### src/rtl/temperature_pkg.sv
// Shared types and constants for the sequential temperature monitor.
package temperature_pkg;

  // Measurement sequencer states
  typedef enum logic [2:0] {
    ST_IDLE  = 3'd0,
    ST_ACCUM = 3'd1,
    ST_DIV   = 3'd2,
    ST_ROUND = 3'd3,
    ST_DONE  = 3'd4
  } state_e;

  // Default acceptable window and clear margin
  localparam int unsigned TEMP_LOW_DEF  = 19;
  localparam int unsigned TEMP_HIGH_DEF = 26;
  localparam int unsigned HYST_DEF      = 1;

  // Accumulator width large enough that summing nr readings never overflows
  function automatic int unsigned sum_width(input int unsigned data_w,
                                            input int unsigned nr);
    return data_w + $clog2(nr + 1);
  endfunction

endpackage

### src/rtl/seq_divider.sv
// Restoring divider, one quotient bit per cycle, MSB first.
// Result is valid W cycles after start_i; done_o pulses alongside the final bit.
// A zero divisor yields an all-ones quotient and the dividend as remainder.
module seq_divider #(
  parameter int unsigned W = 8
) (
  input  logic         clk_i,
  input  logic         rst_ni,
  input  logic         start_i,
  input  logic [W-1:0] dividend_i,
  input  logic [W-1:0] divisor_i,
  output logic         done_o,
  output logic [W-1:0] quotient_o,
  output logic [W-1:0] remainder_o
);

  localparam int unsigned CNT_W = $clog2(W + 1);

  logic [W-1:0]     r_quo;
  logic [W-1:0]     r_rem;
  logic [W-1:0]     r_div;
  logic [CNT_W-1:0] r_cnt;
  logic             r_done;

  logic [W:0]       w_shift;
  logic [W:0]       w_sub;
  logic             w_ge;

  // Trial subtraction of the divisor from the shifted partial remainder
  always_comb begin
    w_shift = {r_rem, r_quo[W-1]};
    w_ge    = (w_shift >= {1'b0, r_div});
    w_sub   = w_shift - {1'b0, r_div};
  end

  // Iteration registers: dividend bits shift out of r_quo as quotient bits shift in
  always_ff @(posedge clk_i or negedge rst_ni) begin
    if (!rst_ni) begin
      r_quo  <= '0;
      r_rem  <= '0;
      r_div  <= '0;
      r_cnt  <= '0;
      r_done <= 1'b0;
    end else if (start_i) begin
      r_quo  <= dividend_i;
      r_rem  <= '0;
      r_div  <= divisor_i;
      r_cnt  <= CNT_W'(W);
      r_done <= 1'b0;
    end else if (r_cnt != '0) begin
      r_quo  <= W'({r_quo, w_ge});
      r_rem  <= w_ge ? W'(w_sub) : W'(w_shift);
      r_cnt  <= r_cnt - CNT_W'(1);
      r_done <= (r_cnt == CNT_W'(1));
    end else begin
      r_done <= 1'b0;
    end
  end

  assign done_o      = r_done;
  assign quotient_o  = r_quo;
  assign remainder_o = r_rem;

endmodule

### src/rtl/temperature_monitor_seq.sv
// Sequential temperature monitor: snapshot, serial accumulate, serial divide,
// round, and hysteresis-filtered alert, with a start/busy/valid handshake.
module temperature_monitor_seq
  import temperature_pkg::*;
#(
  parameter int unsigned NR_OF_SENSORS = 5,
  parameter int unsigned DATA_W        = 8,
  parameter int unsigned TEMP_LOW      = TEMP_LOW_DEF,
  parameter int unsigned TEMP_HIGH     = TEMP_HIGH_DEF,
  parameter int unsigned HYST          = HYST_DEF
) (
  input  logic                            clk_i,
  input  logic                            rst_ni,
  input  logic                            start_i,
  input  logic [NR_OF_SENSORS*DATA_W-1:0] sensors_data_i,
  input  logic [NR_OF_SENSORS-1:0]        sensors_en_i,
  output logic                            busy_o,
  output logic                            valid_o,
  output logic [DATA_W-1:0]               avg_o,
  output logic [7:0]                      nr_active_o,
  output logic                            no_sensor_o,
  output logic                            alert_o
);

  localparam int unsigned SUM_W   = sum_width(DATA_W, NR_OF_SENSORS);
  localparam int unsigned CYC_MAX = (NR_OF_SENSORS > SUM_W) ? NR_OF_SENSORS : SUM_W;
  localparam int unsigned CYC_W   = $clog2(CYC_MAX + 1);
  localparam int unsigned CLR_LO  = TEMP_LOW + HYST;
  localparam int unsigned CLR_HI  = TEMP_HIGH - HYST;

  state_e r_state;
  state_e w_state_nxt;

  logic [NR_OF_SENSORS*DATA_W-1:0] r_data;
  logic [NR_OF_SENSORS-1:0]        r_en;
  logic [SUM_W-1:0]                r_sum;
  logic [7:0]                      r_count;
  logic [CYC_W-1:0]                r_cyc;
  logic [DATA_W-1:0]               r_avg_rnd;

  logic                            r_busy;
  logic                            r_valid;
  logic [DATA_W-1:0]               r_avg;
  logic [7:0]                      r_nr_active;
  logic                            r_no_sensor;
  logic                            r_alert;

  logic                            w_acc_last;
  logic                            w_div_last;
  logic [SUM_W-1:0]                w_sum_nxt;
  logic [7:0]                      w_cnt_nxt;

  logic                            w_snap_c;
  logic                            w_acc_c;
  logic                            w_div_start_c;
  logic                            w_cyc_clr_c;
  logic                            w_cyc_inc_c;
  logic                            w_round_c;
  logic                            w_done_c;

  logic                            w_div_done;
  logic [SUM_W-1:0]                w_quo;
  logic [SUM_W-1:0]                w_rem;
  logic [SUM_W:0]                  w_rem2;
  logic                            w_round_up;
  logic [SUM_W:0]                  w_q_rnd;
  logic [DATA_W-1:0]               w_avg_rnd;
  logic                            w_alert_nxt;

  // Phase-end detection for the shared cycle counter
  assign w_acc_last = (r_cyc == CYC_W'(NR_OF_SENSORS - 1));
  assign w_div_last = (r_cyc == CYC_W'(SUM_W - 1));

  // Channel 0 of the shifting snapshot is always the one being added
  assign w_sum_nxt = r_sum + (r_en[0] ? SUM_W'(r_data[DATA_W-1:0]) : SUM_W'(0));
  assign w_cnt_nxt = r_count + 8'(r_en[0]);

  // State register
  always_ff @(posedge clk_i or negedge rst_ni) begin
    if (!rst_ni) begin
      r_state <= ST_IDLE;
    end else begin
      r_state <= w_state_nxt;
    end
  end

  // Next-state logic
  always_comb begin
    w_state_nxt = r_state;
    case (r_state)
      ST_IDLE:  if (start_i)    w_state_nxt = ST_ACCUM;
      ST_ACCUM: if (w_acc_last) w_state_nxt = ST_DIV;
      ST_DIV:   if (w_div_last) w_state_nxt = ST_ROUND;
      ST_ROUND:                 w_state_nxt = ST_DONE;
      ST_DONE:                  w_state_nxt = ST_IDLE;
      default:                  w_state_nxt = ST_IDLE;
    endcase
  end

  // Datapath strobes decoded from the current state
  always_comb begin
    w_snap_c      = 1'b0;
    w_acc_c       = 1'b0;
    w_div_start_c = 1'b0;
    w_cyc_clr_c   = 1'b0;
    w_cyc_inc_c   = 1'b0;
    w_round_c     = 1'b0;
    w_done_c      = 1'b0;
    case (r_state)
      ST_IDLE: begin
        w_snap_c    = start_i;
        w_cyc_clr_c = start_i;
      end
      ST_ACCUM: begin
        w_acc_c       = 1'b1;
        w_div_start_c = w_acc_last;
        w_cyc_clr_c   = w_acc_last;
        w_cyc_inc_c   = !w_acc_last;
      end
      ST_DIV:   w_cyc_inc_c = 1'b1;
      ST_ROUND: w_round_c   = 1'b1;
      ST_DONE:  w_done_c    = 1'b1;
      default:  ;
    endcase
  end

  // Snapshot, serial accumulation and phase cycle counter
  always_ff @(posedge clk_i or negedge rst_ni) begin
    if (!rst_ni) begin
      r_data  <= '0;
      r_en    <= '0;
      r_sum   <= '0;
      r_count <= '0;
      r_cyc   <= '0;
    end else begin
      if (w_snap_c) begin
        r_data  <= sensors_data_i;
        r_en    <= sensors_en_i;
        r_sum   <= '0;
        r_count <= '0;
      end else if (w_acc_c) begin
        r_data  <= r_data >> DATA_W;
        r_en    <= r_en >> 1;
        r_sum   <= w_sum_nxt;
        r_count <= w_cnt_nxt;
      end
      if (w_cyc_clr_c) begin
        r_cyc <= '0;
      end else if (w_cyc_inc_c) begin
        r_cyc <= r_cyc + CYC_W'(1);
      end
    end
  end

  // Divider is launched with the final sum and count, in parallel with the last add
  seq_divider #(
    .W (SUM_W)
  ) u_div (
    .clk_i       (clk_i),
    .rst_ni      (rst_ni),
    .start_i     (w_div_start_c),
    .dividend_i  (w_sum_nxt),
    .divisor_i   (SUM_W'(w_cnt_nxt)),
    .done_o      (w_div_done),
    .quotient_o  (w_quo),
    .remainder_o (w_rem)
  );

  // Round half up, saturate; a zero count or unfinished divide forces zero
  assign w_rem2     = {w_rem, 1'b0};
  assign w_round_up = (w_rem2 >= (SUM_W+1)'(r_count));
  assign w_q_rnd    = {1'b0, w_quo} + (SUM_W+1)'(w_round_up);

  always_comb begin
    w_avg_rnd = '0;
    if ((r_count != 8'd0) && w_div_done) begin
      if (|w_q_rnd[SUM_W:DATA_W]) begin
        w_avg_rnd = '1;
      end else begin
        w_avg_rnd = w_q_rnd[DATA_W-1:0];
      end
    end
  end

  // Rounded average captured in ROUND
  always_ff @(posedge clk_i or negedge rst_ni) begin
    if (!rst_ni) begin
      r_avg_rnd <= '0;
    end else if (w_round_c) begin
      r_avg_rnd <= w_avg_rnd;
    end
  end

  // Hysteresis alert: set outside the window, clear only inside the inner band
  always_comb begin
    w_alert_nxt = r_alert;
    if (r_count == 8'd0) begin
      w_alert_nxt = 1'b1;
    end else if ((32'(r_avg_rnd) < TEMP_LOW) || (32'(r_avg_rnd) > TEMP_HIGH)) begin
      w_alert_nxt = 1'b1;
    end else if ((32'(r_avg_rnd) >= CLR_LO) && (32'(r_avg_rnd) <= CLR_HI)) begin
      w_alert_nxt = 1'b0;
    end
  end

  // Result and handshake registers
  always_ff @(posedge clk_i or negedge rst_ni) begin
    if (!rst_ni) begin
      r_busy      <= 1'b0;
      r_valid     <= 1'b0;
      r_avg       <= '0;
      r_nr_active <= '0;
      r_no_sensor <= 1'b0;
      r_alert     <= 1'b0;
    end else begin
      r_busy  <= (w_state_nxt != ST_IDLE);
      r_valid <= w_done_c;
      if (w_done_c) begin
        r_avg       <= r_avg_rnd;
        r_nr_active <= r_count;
        r_no_sensor <= (r_count == 8'd0);
        r_alert     <= w_alert_nxt;
      end
    end
  end

  assign busy_o      = r_busy;
  assign valid_o     = r_valid;
  assign avg_o       = r_avg;
  assign nr_active_o = r_nr_active;
  assign no_sensor_o = r_no_sensor;
  assign alert_o     = r_alert;

endmodule

### config.mk
export PLATFORM = sky130hd
export DESIGN_NAME = temperature_monitor_seq
export DESIGN_NICKNAME = d
export VERILOG_FILES = /design/src/rtl/temperature_pkg.sv /design/src/rtl/seq_divider.sv /design/src/rtl/temperature_monitor_seq.sv
export SDC_FILE = /design/constraint.sdc
export NUM_CORES = 1
export LEC_CHECK = 0
export CAP_MARGIN = 10
export CORE_MARGIN = 10
export CORE_UTILIZATION = 40
export CTS_BUF_LIST = sky130_fd_sc_hd__clkbuf_16
export DETAILED_ROUTE_END_ITERATION = 7
export GPL_ROUTABILITY_DRIVEN = 0
export PLACE_DENSITY = 0.58
export SYNTH_ARGS = -nofsm -noshare
export SYNTH_HDL_FRONTEND = slang
export SYNTH_SLANG_ARGS = --single-unit
### constraint.sdc
create_clock -name clk_i -period 3.65 [get_ports clk_i]
set_clock_uncertainty 0.15 [all_clocks]
set_input_delay 0.365 -clock clk_i [delete_from_list [all_inputs] [get_ports clk_i]]
set_output_delay 0.365 -clock clk_i [all_outputs]
set_load 0.005 [all_outputs]
==> flow_summary_export.csv <==
group,metric,value,unit
timing,setup_viol,0,
pwr,peakVddDrop,0.396,mV
detailed_routing,first_pass_iters,7,
floorplanning,row_count,47,
cts,cts_made_buffers,17,
setup_path,critPathMaxStageDelay,0.43,ns
synthesis,syn_area_per_cell,9.96,µm²
placed_design,dp_hpwl,10.4,mm
synthesis,async_flop_share,100,%
detailed_routing,drt_wl_total,15.3,mm
layout,seqCellArea,3350,µm²
setup_path,cp_max_fo,6,
synthesis,syn_inst,689,
setup_path,end_kind,"flop",
synthesis,yosys-mux-area-fraction,5.72,%
global_routing,antenna_found_initial,0,
cts,clk_pin_slew,0.06,ns
layout,antenna-diode-count,0,
placed_design,port_buffers,67,
cts,cts_resized,0,
timing,relSlewSlack,33.8,%
layout,most-common-layout-cells,"134 x dfrtp_1, 79 x nand2_1, 72 x o21ai_0, 66 x clkdlybuf4s50_1, 52 x inv_1",
global_routing,grt_pass1_wl,25.8,mm
synthesis,synth_top_family_by_area,"compound AO/OA/AOI/OAI gates",
setup_path,crit_chain,"inv_1 -> ha_1 -> nor2b_1 -> o21ai_0 -> nand2b_1 -> a21oi_1 -> o21ai_0 -> nand3_1 -> nand2_1 -> ha_1 -> nand2_1 -> nor2_1 -> and4_1 -> nand4_1 -> a211o_1 -> nand2b_2 -> o311ai_0",
synthesis,synth_simple_gate_area_share,12.5,%
layout,syn_to_final_growth,20.9,%
setup_path,worst_setup_path_start_kind,"flop",
timing,final.min_clock_period,3.26,ns
timing,timing.fmax,307,MHz
synthesis,synth_top_cell_area_share,48.9,%
synthesis,synth_nets,771,
detailed_routing,viasPerCell,5.33,
setup_path,arrival,3.38,ns
cts,cts_buffer_depth,2,
layout,drive_above_1_share,8.16,%
timing,slew_violations,0,
synthesis,syn_area,6860,µm²
detailed_routing,ant_nets,0,
job,drv_cap,0,
synthesis,yosys.area.top_type,"dfrtp_1",
floorplanning,die_h,151,µm
synthesis,synthFlopType,"dfrtp_1",
floorplanning,io_pins,68,
setup_path,r2r_start,"r_count[1]",
setup_path,worstSetupPathType,"flop to flop",
detailed_routing,drtIter0Drc,386,
floorplanning,die_width,151,µm
timing,grt_setup_unrepaired,"no",
layout,fillCellCount,1522,
global_routing,overflow,0,
global_routing,grt_start_max_net_pins,84,
cts,clkLatencyLatePin,0.42,ns
layout,multiInputGateArea,3190,µm²
global_routing,grt_util_all_layers,13.9,%
timing,fin_setup_tns,0,ns
setup_path,ff2ff_setup_slack,0.39,ns
pwr,power_density,859,nW/µm²
cts,hold_buffers,1,
detailed_routing,wl_per_cell,15.6,µm
synthesis,ys_ff_latch,134,
hold_path,hold_class,"flop to flop",
synthesis,synth-xor-area-share,3.83,%
setup_path,crit_family,"simple AND/OR/NAND/NOR gates",
detailed_routing,vias,5224,
detailed_routing,drc,0,
hold_path,holdPathStages,2,
layout,final_common_cell,"dfrtp_1",
pwr,total_leakage_power,3.84,nW
timing,period_share,89.3,%
timing,hold_viol,0,
hold_path,holdPathEnd,"r_data[19]",
status,outcome,"complete, no violations",
placed_design,place_inst,948,
synthesis,yosys.cell_types.count,55,
layout,fin_cells,980,
setup_path,worstPathRequired,3.77,ns
synthesis,synth_compound_area_share,17.7,%
cts,htree_levels,4,
floorplanning,dieArea,22800,µm²
cts,clock-root-buffer,"clkbuf_16",
layout,fin_nets,830,
floorplanning,initial_core_util,41.1,%
setup_path,worst_path_max_delay_cell,"dfrtp_1",
cts,cts_tree,"built",
timing,worst_slew_pin_slew,0.992,ns
synthesis,yosys.area_share.adder,6.42,%
setup_path,critPathBufInv,1,
cts,post_cts_buffers,0,
hold_path,hold_start,"r_data[19]",
setup_path,reg2reg_depth,17,
global_routing,grt_pass1_vias,5167,
cts,cts_sinks,134,
synthesis,synth-seq-area-share,48.9,%
synthesis,yosysWarningCount,0,
synthesis,synth_area_leaders,"dfrtp_1 49%, ha_1 5.8%, o21ai_0 5.2%, nand2_1 4.3%, mux2_2 3.0%",
setup_path,reg2reg_to,"r_avg_rnd[6]",
synthesis,synth_edf_count,0,
floorplanning,core,16700,µm²
how the worst max path moves through the flow:
stage,start,endpoint,cells after the start
final,r_count[1],r_avg_rnd[6],17
after global routing,r_count[1],r_avg_rnd[6],17
after CTS,r_count[1],r_avg_rnd[6],17
after detailed placement,r_count[1],r_avg_rnd[6],17
after global placement,r_count[1],r_avg_rnd[6],17
after floorplan,r_count[1],r_avg_rnd[6],17
power breakdown:
| part | internal (mW) | switching, mW |
|---|---|---|
| clock network | 0.980 | 0.605 |
| registers | 2.04 | 0.447 |
| logic | 1.38 | 1.68 |
| total | 4.40 | 2.74 |
metrics by stage:
stage	power [mW]	setup slack [ns]	hold slack, ns	util [%]	area (µm²)
global route	7.75	0.0584	0.349	49.7	8300
finish	7.13	0.390	0.329	49.7	8300
global placement	5.47	0.458	0.310	46.4	7750
CTS	7.20	0.364	0.333	49.7	8300
floorplan	4.73	0.715	-0.0806	-	6860
detailed placement	5.57	0.383	0.320	46.4	7750
sequential cells by signal, summed over array words and instances, names as in the netlist, 3 cells and up:
register,flops
r_data,40
r_sum,11
u_div.quotient_o,11
u_div.remainder_o,11
avg_o,8
nr_active_o,8
r_avg_rnd,8
r_count,8
u_div.r_div,8
r_en,5
r_cyc,4
u_div.r_cnt,4
r_state,3
cells in the mapped netlist (18+ instances only):
master / number
mux2_2: 18
inv_1: 50
mux2i_1: 19
o21ai_0: 72
a22o_1: 20
clkbuf_1: 24
xnor2_1: 20
a222oi_1: 19
a21oi_1: 30
ha_1: 32
dfrtp_1: 134
nor2_1: 34
nand2_1: 79
metal layers:
metal / wire length (µm) / global-route usage, %
met1: 7450 / 18.6
met4: 201 / 4.86
met3: 929 / 4.18
met5: 0 / 0
met2: 6670 / 21.0
kinds of logic after synthesis:
kind of cell               count (synthesis)
DFF                                      134
AOI/OAI and AO/OA                        189
xor gates and xnor gates                  30
adders and majority gates                 34
muxes                                     37
and+or+nand+nor                          180
buffers and inverters                     85
worst min-delay path, stage by stage (launching register included):
cell     delay (ns)
dfrtp_1        0.34
nand2_1        0.05
o21ai_0        0.06
cell type report:
class | count | share of cell area (%)
sequential | 134 | 40.4
inverter | 50 | 2.26
multi-input combinational | 470 | 38.5
clock buffer | 17 | 5.12
tap | 220 | 3.32
timing repair buffer | 75 | 9.00
clock inverter | 14 | 1.45
Power figures use the tool's default switching activity.
